**config.mk**
```make
export PLATFORM = sky130hd
export DESIGN_NAME = uop_pair_sequencer
export DESIGN_NICKNAME = d
export VERILOG_FILES = /design/src/rtl/uop_pair_sequencer.sv
export SDC_FILE = /design/constraint.sdc
export NUM_CORES = 1
export LEC_CHECK = 0
export CELL_PAD_IN_SITES_DETAIL_PLACEMENT = 0
export CELL_PAD_IN_SITES_GLOBAL_PLACEMENT = 2
export CORE_ASPECT_RATIO = 1.4
export CORE_MARGIN = 2
export CORE_UTILIZATION = 27
export DETAILED_ROUTE_END_ITERATION = 8
export GPL_TIMING_DRIVEN = 0
export PLACE_DENSITY_LB_ADDON = 0.1
export SLEW_MARGIN = 30
export SYNTH_ARGS = -nofsm -noshare
export SYNTH_HDL_FRONTEND = slang
export SYNTH_SLANG_ARGS = --single-unit
```
**constraint.sdc**
```tcl
create_clock -name clk -period 2.7 [get_ports clk]
set_clock_uncertainty 0.2 [all_clocks]
set_input_delay 0.54 -clock clk [delete_from_list [all_inputs] [get_ports clk]]
set_output_delay 0.54 -clock clk [all_outputs]
set_load 0.01 [all_outputs]
```
**src/rtl/uop_pair_sequencer.sv**
```systemverilog
// Splits two-micro-op instructions (HI/LO multiply/divide family) into a back-to-back
// uop pair for decode; single-uop instructions pass straight through one per cycle.
module uop_pair_sequencer #(
    parameter int PC_W   = 32,
    parameter int INST_W = 32,
    parameter int CNT_W  = 32
) (
    input  logic              clk,
    input  logic              resetn,
    input  logic              flush,
    input  logic              in_valid,
    output logic              in_ready,
    input  logic [PC_W-1:0]   in_pc,
    input  logic [INST_W-1:0] in_inst,
    input  logic              in_is_double,
    input  logic              in_ex,
    output logic              out_valid,
    input  logic              out_ready,
    output logic [PC_W-1:0]   out_pc,
    output logic [INST_W-1:0] out_inst,
    output logic              out_is_inst2,
    output logic              out_ex,
    output logic              out_int_allow,
    output logic [CNT_W-1:0]  pair_cnt
);

    typedef enum logic [1:0] {
        ST_EMPTY  = 2'd0,
        ST_FIRST  = 2'd1,
        ST_SECOND = 2'd2
    } state_t;

    state_t              state_r;
    state_t              state_nxt_s;
    logic [PC_W-1:0]     pc_r;
    logic [INST_W-1:0]   inst_r;
    logic                double_r;
    logic                ex_r;
    logic [CNT_W-1:0]    pair_cnt_r;
    logic                in_ready_s;
    logic                in_fire_s;
    logic                out_fire_s;
    logic                load_s;
    logic                pair_inc_s;

    // Handshake qualifiers; a held double blocks intake while its uop0 is presented.
    always_comb begin
        in_ready_s = 1'b0;
        if (resetn && !flush) begin
            case (state_r)
                ST_EMPTY:  in_ready_s = 1'b1;
                ST_FIRST:  in_ready_s = !double_r && out_ready;
                ST_SECOND: in_ready_s = out_ready;
                default:   in_ready_s = 1'b0;
            endcase
        end else begin
            in_ready_s = 1'b0;
        end
        in_fire_s  = in_valid && in_ready_s;
        out_fire_s = (state_r != ST_EMPTY) && out_ready;
    end

    // Next-state, entry-load and pair-count decisions.
    always_comb begin
        state_nxt_s = state_r;
        load_s      = 1'b0;
        pair_inc_s  = 1'b0;
        if (flush) begin
            state_nxt_s = ST_EMPTY;
        end else begin
            case (state_r)
                ST_EMPTY: begin
                    if (in_fire_s) begin
                        state_nxt_s = ST_FIRST;
                        load_s      = 1'b1;
                    end else begin
                        state_nxt_s = ST_EMPTY;
                    end
                end
                ST_FIRST: begin
                    // A faulting double retires as a single: only uop0 carries the fault.
                    if (!out_fire_s) begin
                        state_nxt_s = ST_FIRST;
                    end else if (double_r && !ex_r) begin
                        state_nxt_s = ST_SECOND;
                    end else if (in_fire_s) begin
                        state_nxt_s = ST_FIRST;
                        load_s      = 1'b1;
                    end else begin
                        state_nxt_s = ST_EMPTY;
                    end
                end
                ST_SECOND: begin
                    if (!out_fire_s) begin
                        state_nxt_s = ST_SECOND;
                    end else if (in_fire_s) begin
                        pair_inc_s  = 1'b1;
                        state_nxt_s = ST_FIRST;
                        load_s      = 1'b1;
                    end else begin
                        pair_inc_s  = 1'b1;
                        state_nxt_s = ST_EMPTY;
                    end
                end
                default: state_nxt_s = ST_EMPTY;
            endcase
        end
    end

    // State, held entry and pair counter.
    always_ff @(posedge clk or negedge resetn) begin
        if (!resetn) begin
            state_r    <= ST_EMPTY;
            pc_r       <= {PC_W{1'b0}};
            inst_r     <= {INST_W{1'b0}};
            double_r   <= 1'b0;
            ex_r       <= 1'b0;
            pair_cnt_r <= {CNT_W{1'b0}};
        end else begin
            state_r <= state_nxt_s;
            if (load_s) begin
                pc_r     <= in_pc;
                inst_r   <= in_inst;
                double_r <= in_is_double;
                ex_r     <= in_ex;
            end
            if (pair_inc_s) begin
                pair_cnt_r <= pair_cnt_r + {{(CNT_W-1){1'b0}}, 1'b1};
            end
        end
    end

    assign in_ready      = in_ready_s;
    assign out_valid     = (state_r != ST_EMPTY);
    assign out_pc        = pc_r;
    assign out_inst      = inst_r;
    assign out_is_inst2  = (state_r == ST_SECOND);
    assign out_ex        = ex_r && (state_r != ST_SECOND);
    assign out_int_allow = (state_r == ST_FIRST);
    assign pair_cnt      = pair_cnt_r;

endmodule
```
* Yosys cells after proc, flatten, opt, wreduce, memory -nomap -nowiden *
Index checks and enable logic that the tools add are counted.

operators by class
  mux-type cells = 17
  equal/unequal tests = 3
  $add $sub $neg = 1
  reductions and logical operators = 11

operator list
  kind                                                 count
  adder 32 x 1 -> 32 bit, second input constant        1
  two-way mux 1 bit                                    10
  two-way mux 2 bit                                    4
  logical AND 1 bit                                    6
  case mux 1 bit (3 select lines)                      2
  case mux 2 bit (3 select lines)                      1
  zero test 1 bit                                      3
  equality test 2 x 1 -> 1 bit, second input constant  1
  equality test 2 bit, second input constant           1
  zero test 2 bit                                      1
  inequality test 2 bit, second input constant         1
  nonzero test 2 bit                                   1

word-level totals
  word-level logic and storage cells = 38
  flip-flop bits (word level) = 100
  output and inout port bits = 101

* Logic depth before layout (Yosys ltp) *
Gate-level depths: netlist (run 1).

  depth in word-level cells = 10
  mapped depth = 8
  mapped depth without buffers = 7

* Worst setup path before layout (run 1) *
No wires, ideal clock.

  path kind = register -> register
  from = register state_r[0]
  to = register pc_r[22] (netlist: out_pc[22])
  required time = 2.375 ns
  stages on the path, launching flop included = 9
  slack = 0.542 ns
  arrival time = 1.833 ns
  cell sequence = dfrtp_1 -> inv_1 -> ha_1 -> a21o_1 -> a21oi_2 -> a211oi_2 -> buf_4 -> buf_6 -> mux2_2

between the ends
  longest elaborated chain between the ends = 9
  elaborated cells on any way between the ends = 14

RTL lines
  what                               line        source
  from (decl)                        33          state_t state_r;
  from (signal assigned)             120         state_r <= state_nxt_s;
  equality test 2 bit *              -
  net out_is_inst2                   21          output logic out_is_inst2,
  case mux 1 bit (3 select lines)    50          case (state_r)
  two-way mux 1 bit                  49          if (resetn && !flush) begin
  logical AND 1 bit                  59          in_fire_s = in_valid && in_ready_s;
  two-way mux 1 bit                  73, 86, 96
  two-way mux 1 bit                  84          end else if (double_r && !ex_r) begin
  two-way mux 1 bit                  82          if (!out_fire_s) begin
  case mux 1 bit (3 select lines) *  71          case (state_r)
  two-way mux 1 bit *                68          if (flush) begin
  to (signal assigned)               114         pc_r <= {PC_W{1'b0}};
  to (signal assigned)               122         pc_r <= in_pc;
  to (decl)                          35          logic [PC_W-1:0] pc_r;

Mark *: on every way through the listed nets, which the timed path passes. The rest lies on a longest branch.
A chain may end at the register's enable or synchronous reset.

* Final worst setup path (run 1) *
  from = register state_r[0]
  to = output out_valid

between the ends
  longest elaborated chain between the ends = 1

RTL lines
  what                line  source
  nonzero test 2 bit  134   assign out_valid = (state_r != ST_EMPTY);
  to (decl)           17    output logic out_valid,

Every way passes these cells.

==> results of run 1 <==
## worst max path at each step
stage / slack (ps) / to / startpoint / depth (start not counted)
global placement: -4010 / out_inst[1]$_DFFE_PN0P_ / resetn / 7
finish: 190 / out_valid / state_r[0]$_DFF_PN0_ / 4
CTS: 8 / in_ready / state_r[0]$_DFF_PN0_ / 6
global route: 80 / out_valid / state_r[0]$_DFF_PN0_ / 4
floorplan: 540 / out_pc[22]$_DFFE_PN0P_ / state_r[0]$_DFF_PN0_ / 8
detailed placement: -340 / out_inst[26]$_DFFE_PN0P_ / resetn / 8
## logic make-up (layout without fill, tap and decap cells)
group / Yosys count / after routing / share of synthesized area, %
flops: 100 / 100 / 60.2
simple gates: 59 / 59 / 9.30
mux: 67 / 67 / 18.1
buf+inv: 16 / 211 / 2.56
xor+xnor: 31 / 31 / 6.53
compound gates: 10 / 10 / 1.78
fa+ha+maj: 5 / 5 / 1.50
## registers in the layout (all words and copies together), names as in the netlist
signal	cells
out_inst	32
state_r	2
ex_r	1
double_r	1
out_pc	32
pair_cnt	32
## metal layers
metal / GRT usage [%] / vias up / wire [um]
met4: 5.38 / 0 / 222
met2: 24.2 / 102 / 5720
met5: 0 / - / 0
met3: 3.57 / 12 / 663
met1: 15.4 / 1428 / 4150
li1: - / 1394 / -
## critical path, cell delays in order (launching register included)
cell,delay (ps)
dfrtp_1,380
inv_1,100
ha_1,250
inv_1,150
clkdlybuf4s50_1,560
## Yosys cell counts
cell / count
a2bb2oi_1: 1
xnor2_1: 26
a22oi_1: 1
inv_1: 6
dfrtp_1: 100
nand4_4: 1
o311ai_1: 1
and4bb_1: 1
nand2_1: 9
buf_6: 5
and4_4: 1
xor2_1: 5
o21ai_0: 2
a21oi_2: 1
and4_1: 3
mux2_1: 18
nand4_1: 12
buf_2: 4
nand3_1: 11
nor3_4: 2
nor3_1: 3
nor3b_2: 1
ha_1: 5
a21o_1: 1
a21oi_1: 2
nor2b_1: 2
and3_1: 5
mux2_2: 49
nor2_1: 6
a211oi_2: 1
buf_4: 1
nor3b_1: 1
nand3_4: 1
## final cells by class
class                   count  area (um^2)
well taps                 192          240
fillers                  1412         8420
clock buffers              11          233
inverters                   6         22.5
clock inverters             5          108
flip-flops and latches    100         2500
multi-input cells         172         1560
repair buffers            179         1880
plain buffers              10         83.8
## repair_timing
action | in CTS | in global routing
resized for setup | 3 | 3
hold buffers | 3 | 0
pin swaps | 2 | 0
setup endpoints to repair | 1 | 1
setup buffers | 2 | 0
endpoints found under the hold margin | 35 | 0
gates cloned | 2 | 0
## metrics by stage
step / setup slack [ps] / hold WS [ps] / area (um^2) / total power [mW]
4_1_cts: 8.22 / 38.3 / 6620 / 5.57
3_5_place_dp: -344 / 262 / 6140 / 4.03
2_1_floorplan: 542 / 44.4 / 4160 / 2.84
5_1_grt: 77.2 / 39.7 / 6640 / 5.79
6_report: 193 / 30.2 / 6640 / 5.47
3_3_place_gp: -4010 / 263 / 6110 / 3.99
## where the power goes
part           internal (mW)  switching (mW)
clock network          0.913           0.570
registers               1.94           0.209
logic                   1.18           0.657
total                   4.03            1.44
==> flow_summary.ini, run 1 <==
[status]
outcome = completed

[setup_path]
crit_arrival_ps = 1770
r2r_cells = 9
r2r-start = state_r[1]$_DFF_PN0_
worst_setup_path_end_kind = output pin
r2r-end = out_inst[6]$_DFFE_PN0P_
critPathKind = reg2out
cp-start-kind = flip-flop
r2r_slack_ps = 280
required_ps = 1960
critPathMaxFanout = 4

[cts]
cts_tree = yes
clkTransAtPathRegs_ps = 70
cts_sinks = 100
htree_levels = 3
numCtsBuffers = 9
cts-root-buf = clkbuf_16
clock_latency_ps = 340
cts_max_path_buffers = 2

[synthesis]
netlist_top_cells_area = dfrtp_1, mux2_2, xnor2_1
avgSynthCellArea_um2 = 14.4
yosysWarnings = 0
synth_seq_cells = 100
synth.net_count = 364
yosysTopAreaCell = dfrtp_1
yosys.area.top_type_share_pct = 60.2
postSynthCellCount = 288
synth-seq-area-share_pct = 60.2
syn_area_um2 = 4160
yosysUniqueCellTypes = 33

[timing]
hold_violations = 0
rsz0062_at_grt = false
fin_crit_sh_pct = 92.8
fmax_mhz = 399
finalCriticalPeriod_ps = 2510
max_slew_margin_pct = 47.7
finalSetupViolations = 0
tns_ps = 0
slew_violations = 0
max_slew.worst_pin.slew_ps = 782

[job]
cap_violations = 0

[floorplanning]
die_area_um2 = 16400
initial_core_util_pct = 27.6
die_w_um = 109
placementRows = 53
die_h_um = 151
io_pins = 172
core_area_um2 = 15100

[power]
power_density_nw_per_um2 = 824
peakVddDrop_mv = 0.413
leakage_nw = 2.82

[final_layout]
mostFrequentLayoutCells = clkdlybuf4s50_1, dfrtp_1, mux2_2, xnor2_1, mux2_1
post-route-util_pct = 44.1
fin_nets = 554
layout_commonest_cell = clkdlybuf4s50_1
layoutNonFillerInstCount = 675
n_antenna_cell = 0
areaGrowthSynthToFinish_pct = 59.6
drive_gt1_share_pct = 18.8

[grt]
grt_antenna_before_repair = 0
grtUsageTotal_pct = 13.7
grt_max_degree = 36
grt_pass1_wl_um = 16700
grt.overflow.total = 0
grt_pass1_vias = 3019

[place]
place_congestion = 0.710
port_buffers = 171
placedCellCount = 652
dp_hpwl_um = 7790

[route]
drtAntennaViolNets = 0
wire_per_inst_um = 15.9
vias = 2936
routed_wl_um = 10700
dr.first_iter.drc_count = 60
viasPerCell = 4.35
first_pass_iters = 4
drcViolationCount = 0

[hold_path]
hp-class = in2async
(Power assumes the default switching activity.)
==> inputs of run 2 (changes only) <==
- CORE_UTILIZATION: 27 -> 28
- CTS_BUF_LIST: unset -> sky130_fd_sc_hd__clkbuf_2
==> run 2 against run 1 <==
Register-to-register slack is essentially flat. Maximum frequency is 3.4% lower. Routed wire length fell by 2.4%. Clock-buffer cell count is 2 lower. Utilization shrank 0.097 points. Sequential power about the same. Design area decreased by 3.8%. Die area down 3.5%.
==> flow_summary.ini, run 2 (synthesis gave the netlist of run 1 again) <==
[setup_path]
worst_setup_path_end_kind = output pin
critPathMaxFanout = 3
r2r-end = out_inst[1]$_DFFE_PN0P_
crit_arrival_ps = 1850
path_cells = dlygate4sd3_1 -> buf_6 -> buf_16 -> nor3b_4 -> nor2b_1 -> buf_2
critPathMaxStageDelay_ps = 540
required_ps = 1960
cp-start-kind = input port
r2r-start = state_r[1]$_DFF_PN0_
crit_slowest_cell = dlygate4sd3_1
critPathKind = in2out
r2r_cells = 9
r2r_slack_ps = 290

[timing]
hold_violations = 0
max_slew_margin_pct = 71.2
fmax_mhz = 386
finalCriticalPeriod_ps = 2590
finalSetupViolations = 0
fin_crit_sh_pct = 96.1
slew_violations = 0
worst_slack_ps = 106
rsz0062_at_grt = true
finalHoldWorstSlack_ps = 308
max_slew.worst_pin.slew_ps = 431

[power]
p_clk_share_pct = 14.0
swShare_pct = 30.2
power_density_nw_per_um2 = 724
power_frac_seq_pct = 46.6
p_int_mw = 3.23
leakage_nw = 2.72
peakVddDrop_mv = 0.365
p_comb_share_pct = 39.4
p_switching_mw = 1.40

[floorplanning]
placementRows = 52
die_w_um = 107
core_area_um2 = 14500
initial_core_util_pct = 28.7
io_pins = 172
die_h_um = 148
die_area_um2 = 15900

[final_layout]
drive_gt1_share_pct = 19.4
areaGrowthSynthToFinish_pct = 53.5
mostFrequentLayoutCells = clkdlybuf4s50_1, dfrtp_1, mux2_2, xnor2_1, mux2_1
final_area_um2 = 6380
layoutNonFillerInstCount = 674
layout_commonest_cell = clkdlybuf4s50_1
post-route-util_pct = 44.0
fill_cells = 1387
fin_nets = 555

[cts]
cts_tree = yes
numCtsBuffers = 9
cts_max_path_buffers = 2
htree_levels = 3
clock_latency_ps = 570
clkTransAtPathRegs_ps = 240
cts_sinks = 100
cts-root-buf = clkbuf_2

[job]
cap_violations = 0

[place]
place_ws_ps = -410
placedCellCount = 649
port_buffers = 171
dp_hpwl_um = 7630
place_congestion = 0.745
dpl_cell_area_um2 = 6130

[grt]
grt_antenna_before_repair = 1
grtUsageTotal_pct = 13.8
grt.overflow.total = 0
grt_max_degree = 56
grt_pass1_wl_um = 16800
grt_pass1_vias = 3159

[status]
outcome = completed

[route]
routed_wl_um = 10500
vias = 2994
dr.first_iter.drc_count = 70
drtAntennaViolNets = 0
viasPerCell = 4.44
first_pass_iters = 4
drcViolationCount = 0
wire_per_inst_um = 15.6

[hold_path]
min_from = pair_cnt[31]$_DFFE_PN0P_
min_path_cells = 1
hold_end = pair_cnt[31]$_DFFE_PN0P_
hp-class = reg2reg
==> run 2: cell types whose count changed in the layout (fill, tap and decap cells not counted), sizes merged <==
cell / previous run / this run
clkdlybuf4s50: 169 / 165
buf: 16 / 19
bufinv: 3 / 0
clkinv: 1 / 4
bufbuf: 2 / 0
clkbuf: 11 / 9
clkinvlp: 0 / 2
dlygate4sd2: 0 / 2
diode: 0 / 1
dlygate4sd3: 1 / 2
dlymetal6s2s: 1 / 2
==> run 2: cell type report <==
type,count,area [um^2],share of cell area (%)
Tap cell,189,236,3.71
Multi-Input combinational cell,172,1570,24.6
Clock buffer,9,45.0,0.706
Timing Repair Buffer,180,1860,29.2
Buffer,10,83.8,1.31
Sequential cell,100,2500,39.2
Antenna cell,1,2.50,0.0392
Clock inverter,7,52.6,0.824
Inverter,6,22.5,0.353
==> run 2: how the worst max path moves through the flow <==
stage	end	slack, ps	depth (start not counted)	from
after floorplan	out_pc[22]$_DFFE_PN0P_	540	8	state_r[0]$_DFF_PN0_
after CTS	in_ready	-10	5	state_r[1]$_DFF_PN0_
after detailed placement	out_inst[4]$_DFFE_PN0P_	-410	8	resetn
after global routing	in_ready	-50	5	state_r[1]$_DFF_PN0_
final	in_ready	110	6	resetn
after global placement	out_inst[1]$_DFFE_PN0P_	-4040	7	resetn
==> run 2: what timing repair did <==
item | 4_1_cts | 5_1_grt
pin swaps | 2 | 1
gates cloned | 0 | 0
hold buffers | 5 | 0
buffers inserted | 3 | 0
setup endpoints to repair | 5 | 3
gates resized for setup | 9 | 4
endpoints found under the hold margin | 45 | 0
==> run 2: power by group through the flow <==
stage          clock, mW  combinational (mW)  sequential [mW]
6_report           0.648                1.82             2.15
5_1_grt            0.777                1.94             2.23
4_1_cts            0.704                1.86             2.16
3_5_place_dp           0                1.83             2.19
3_3_place_gp           0                1.82             2.17
2_1_floorplan          0               0.461             2.38
==> run 2: routing by layer <==
metal | routed length (um) | vias to the layer above | GRT usage [%]
met4 | 175 | 0 | 5.45
li1 | - | 1396 | -
met5 | 0 | - | 0
met1 | 4040 | 1484 | 16.2
met3 | 734 | 10 | 3.94
met2 | 5540 | 104 | 23.9
==> run 2: per-stage QoR <==
| step | setup TNS (ps) | power (mW) |
|---|---|---|
| floorplan | 0 | 2.84 |
| global placement | -584970 | 3.99 |
| detailed placement | -23040 | 4.02 |
| CTS | -15.0 | 4.72 |
| global route | -45.9 | 4.94 |
| finish | 0 | 4.62 |
==> run 2: worst max-delay path: cells and delay by family <==
family,cells,cell delay [ps]
AND/OR/NAND/NOR,2,360
buffers and inverters,4,940
==> inputs of run 3 (changes only) <==
==> constraint.sdc (replaced) <==
create_clock -name clk -period 2.7 [get_ports clk]
set_clock_uncertainty 0.2 [all_clocks]
set_input_delay 0.81 -clock clk [delete_from_list [all_inputs] [get_ports clk]]
set_output_delay 0.81 -clock clk [all_outputs]
set_load 0.01 [all_outputs]
==> run 3 against run 2 <==
The run now ends with setup timing left. Maximum frequency decreased by 9.5%. Clock-buffer cell count unchanged. Critical path type unchanged. Die area unchanged. Routed wire length increased by 6.3%. Highest routed layer unchanged. Via count increased by 5.2%. Flip-flop and latch count unchanged. Critical path depth decreased by 2.
==> flow_summary.ini, run 3 (synthesis gave the netlist of run 1 again) <==
[place]
place_congestion = 0.745
port_buffers = 171
dp_hpwl_um = 7630
placedCellCount = 649

[grt]
grt_pass1_vias = 3237
grt_antenna_before_repair = 2
grtUsageTotal_pct = 14.4
grt_pass1_wl_um = 17300
grt.overflow.total = 0
grt_max_degree = 46

[setup_path]
worst_setup_path_end_kind = output pin
crit_arrival_ps = 1860
crit_slowest_cell = clkdlybuf4s50_1
critPathMaxStageDelay_ps = 510
cp_top_family = buffers and inverters
critPathMaxFanout = 4
r2r_slack_ps = 280
required_ps = 1690
crit_buf_inv = 2
critPathKind = in2out
path_cells = clkdlybuf4s50_1 -> nor3b_4 -> nor2b_1 -> buf_2
cp-start-kind = input port

[power]
leakage_nw = 3.06
peakVddDrop_mv = 0.366
p_int_mw = 3.24
power_density_nw_per_um2 = 685
p_comb_share_pct = 39.7
power_frac_seq_pct = 46.3
swShare_pct = 30.2
p_clk_share_pct = 14.0
p_switching_mw = 1.40

[timing]
finalCriticalPeriod_ps = 2870
max_slew_margin_pct = 42.2
rsz0062_at_grt = true
finalHoldWorstSlack_ps = 304
worst_slack_ps = -167
hold_violations = 0
max_slew.worst_pin.slew_ps = 864
fmax_mhz = 349
finalSetupViolations = 2
slew_violations = 0
fin_crit_sh_pct = 106

[cts]
cts_tree = yes
clock_latency_ps = 580
cts_max_path_buffers = 2
htree_levels = 3
cts-root-buf = clkbuf_2
cts_sinks = 100
clkTransAtPathRegs_ps = 250
numCtsBuffers = 9

[status]
violations = setup timing
outcome = finished with violations

[floorplanning]
placementRows = 52
io_pins = 172
die_area_um2 = 15900
die_h_um = 148
initial_core_util_pct = 28.7
die_w_um = 107
core_area_um2 = 14500

[route]
dr.first_iter.drc_count = 68
first_pass_iters = 4
viasPerCell = 4.41
wire_per_inst_um = 15.6
drtAntennaViolNets = 0
drcViolationCount = 0
routed_wl_um = 11100
vias = 3150

[job]
cap_violations = 0

[final_layout]
areaGrowthSynthToFinish_pct = 63.1
drive_gt1_share_pct = 27.8
mostFrequentLayoutCells = clkdlybuf4s50_1, dfrtp_1, mux2_2, buf_4, xnor2_1
layout_commonest_cell = clkdlybuf4s50_1
fin_nets = 596
layoutNonFillerInstCount = 715

[hold_path]
hp-class = reg2reg
run 3: final timing paths:
kind	from	endpoint	cells after the start
setup reg to reg	state_r[1]$_DFF_PN0_	out_inst[1]$_DFFE_PN0P_	9
min in group asynchronous	resetn	out_inst[26]$_DFFE_PN0P_	4
hold / removal	pair_cnt[31]$_DFFE_PN0P_	pair_cnt[31]$_DFFE_PN0P_	1
setup / recovery	flush	in_ready	4
hold reg to reg	pair_cnt[31]$_DFFE_PN0P_	pair_cnt[31]$_DFFE_PN0P_	1
max in group asynchronous	resetn	pair_cnt[8]$_DFFE_PN0P_	3
run 3: final cells by class:
cell class                      count  area [um^2]
Fill cell                        1361         7730
Sequential cell                   100         2510
Timing Repair Buffer              221         2220
Multi-Input combinational cell    172         1610
Tap cell                          189          236
Buffer                             10         83.8
Clock inverter                      7         52.6
Clock buffer                        9         45.0
Inverter                            6         22.5
Antenna cell                        1         2.50
run 3: per-layer routing:
layer | part of all wire (%) | vias up | GRT usage (%)
li1 | - | 1480 | -
met1 | 38 | 1562 | 16.4
met3 | 6.5 | 10 | 3.99
met5 | 0 | - | 0
met4 | 1.5 | 0 | 5.45
met2 | 54 | 98 | 25.4
run 3: repair_timing:
item / 4_1_cts / 5_1_grt
setup buffers: 14 / 27
resized for setup: 35 / 11
endpoints found under the setup margin: 21 / 29
hold endpoints to repair: 45 / 30
pin swaps: 4 / 0
cloned: 1 / 0
hold buffers: 4 / 3
run 3: per-stage QoR:
step	util, %	setup WS, ps	instance area [um^2]	TNS, ps	power, mW
after floorplan	-	418	4160	0	2.84
after global placement	42.1	-4550	6110	-634960	3.99
after detailed placement	42.3	-889	6130	-45450	4.02
after CTS	44.9	-211	6520	-302	4.75
after global routing	46.7	-309	6780	-583	4.96
final	46.7	-167	6780	-187	4.64
run 3: power by group through the flow:
stage	combinational [mW]	clock (mW)	sequential [mW]
6_report	1.84	0.648	2.15
5_1_grt	1.96	0.778	2.22
4_1_cts	1.89	0.704	2.16
3_5_place_dp	1.83	0	2.19
3_3_place_gp	1.82	0	2.17
2_1_floorplan	0.461	0	2.38
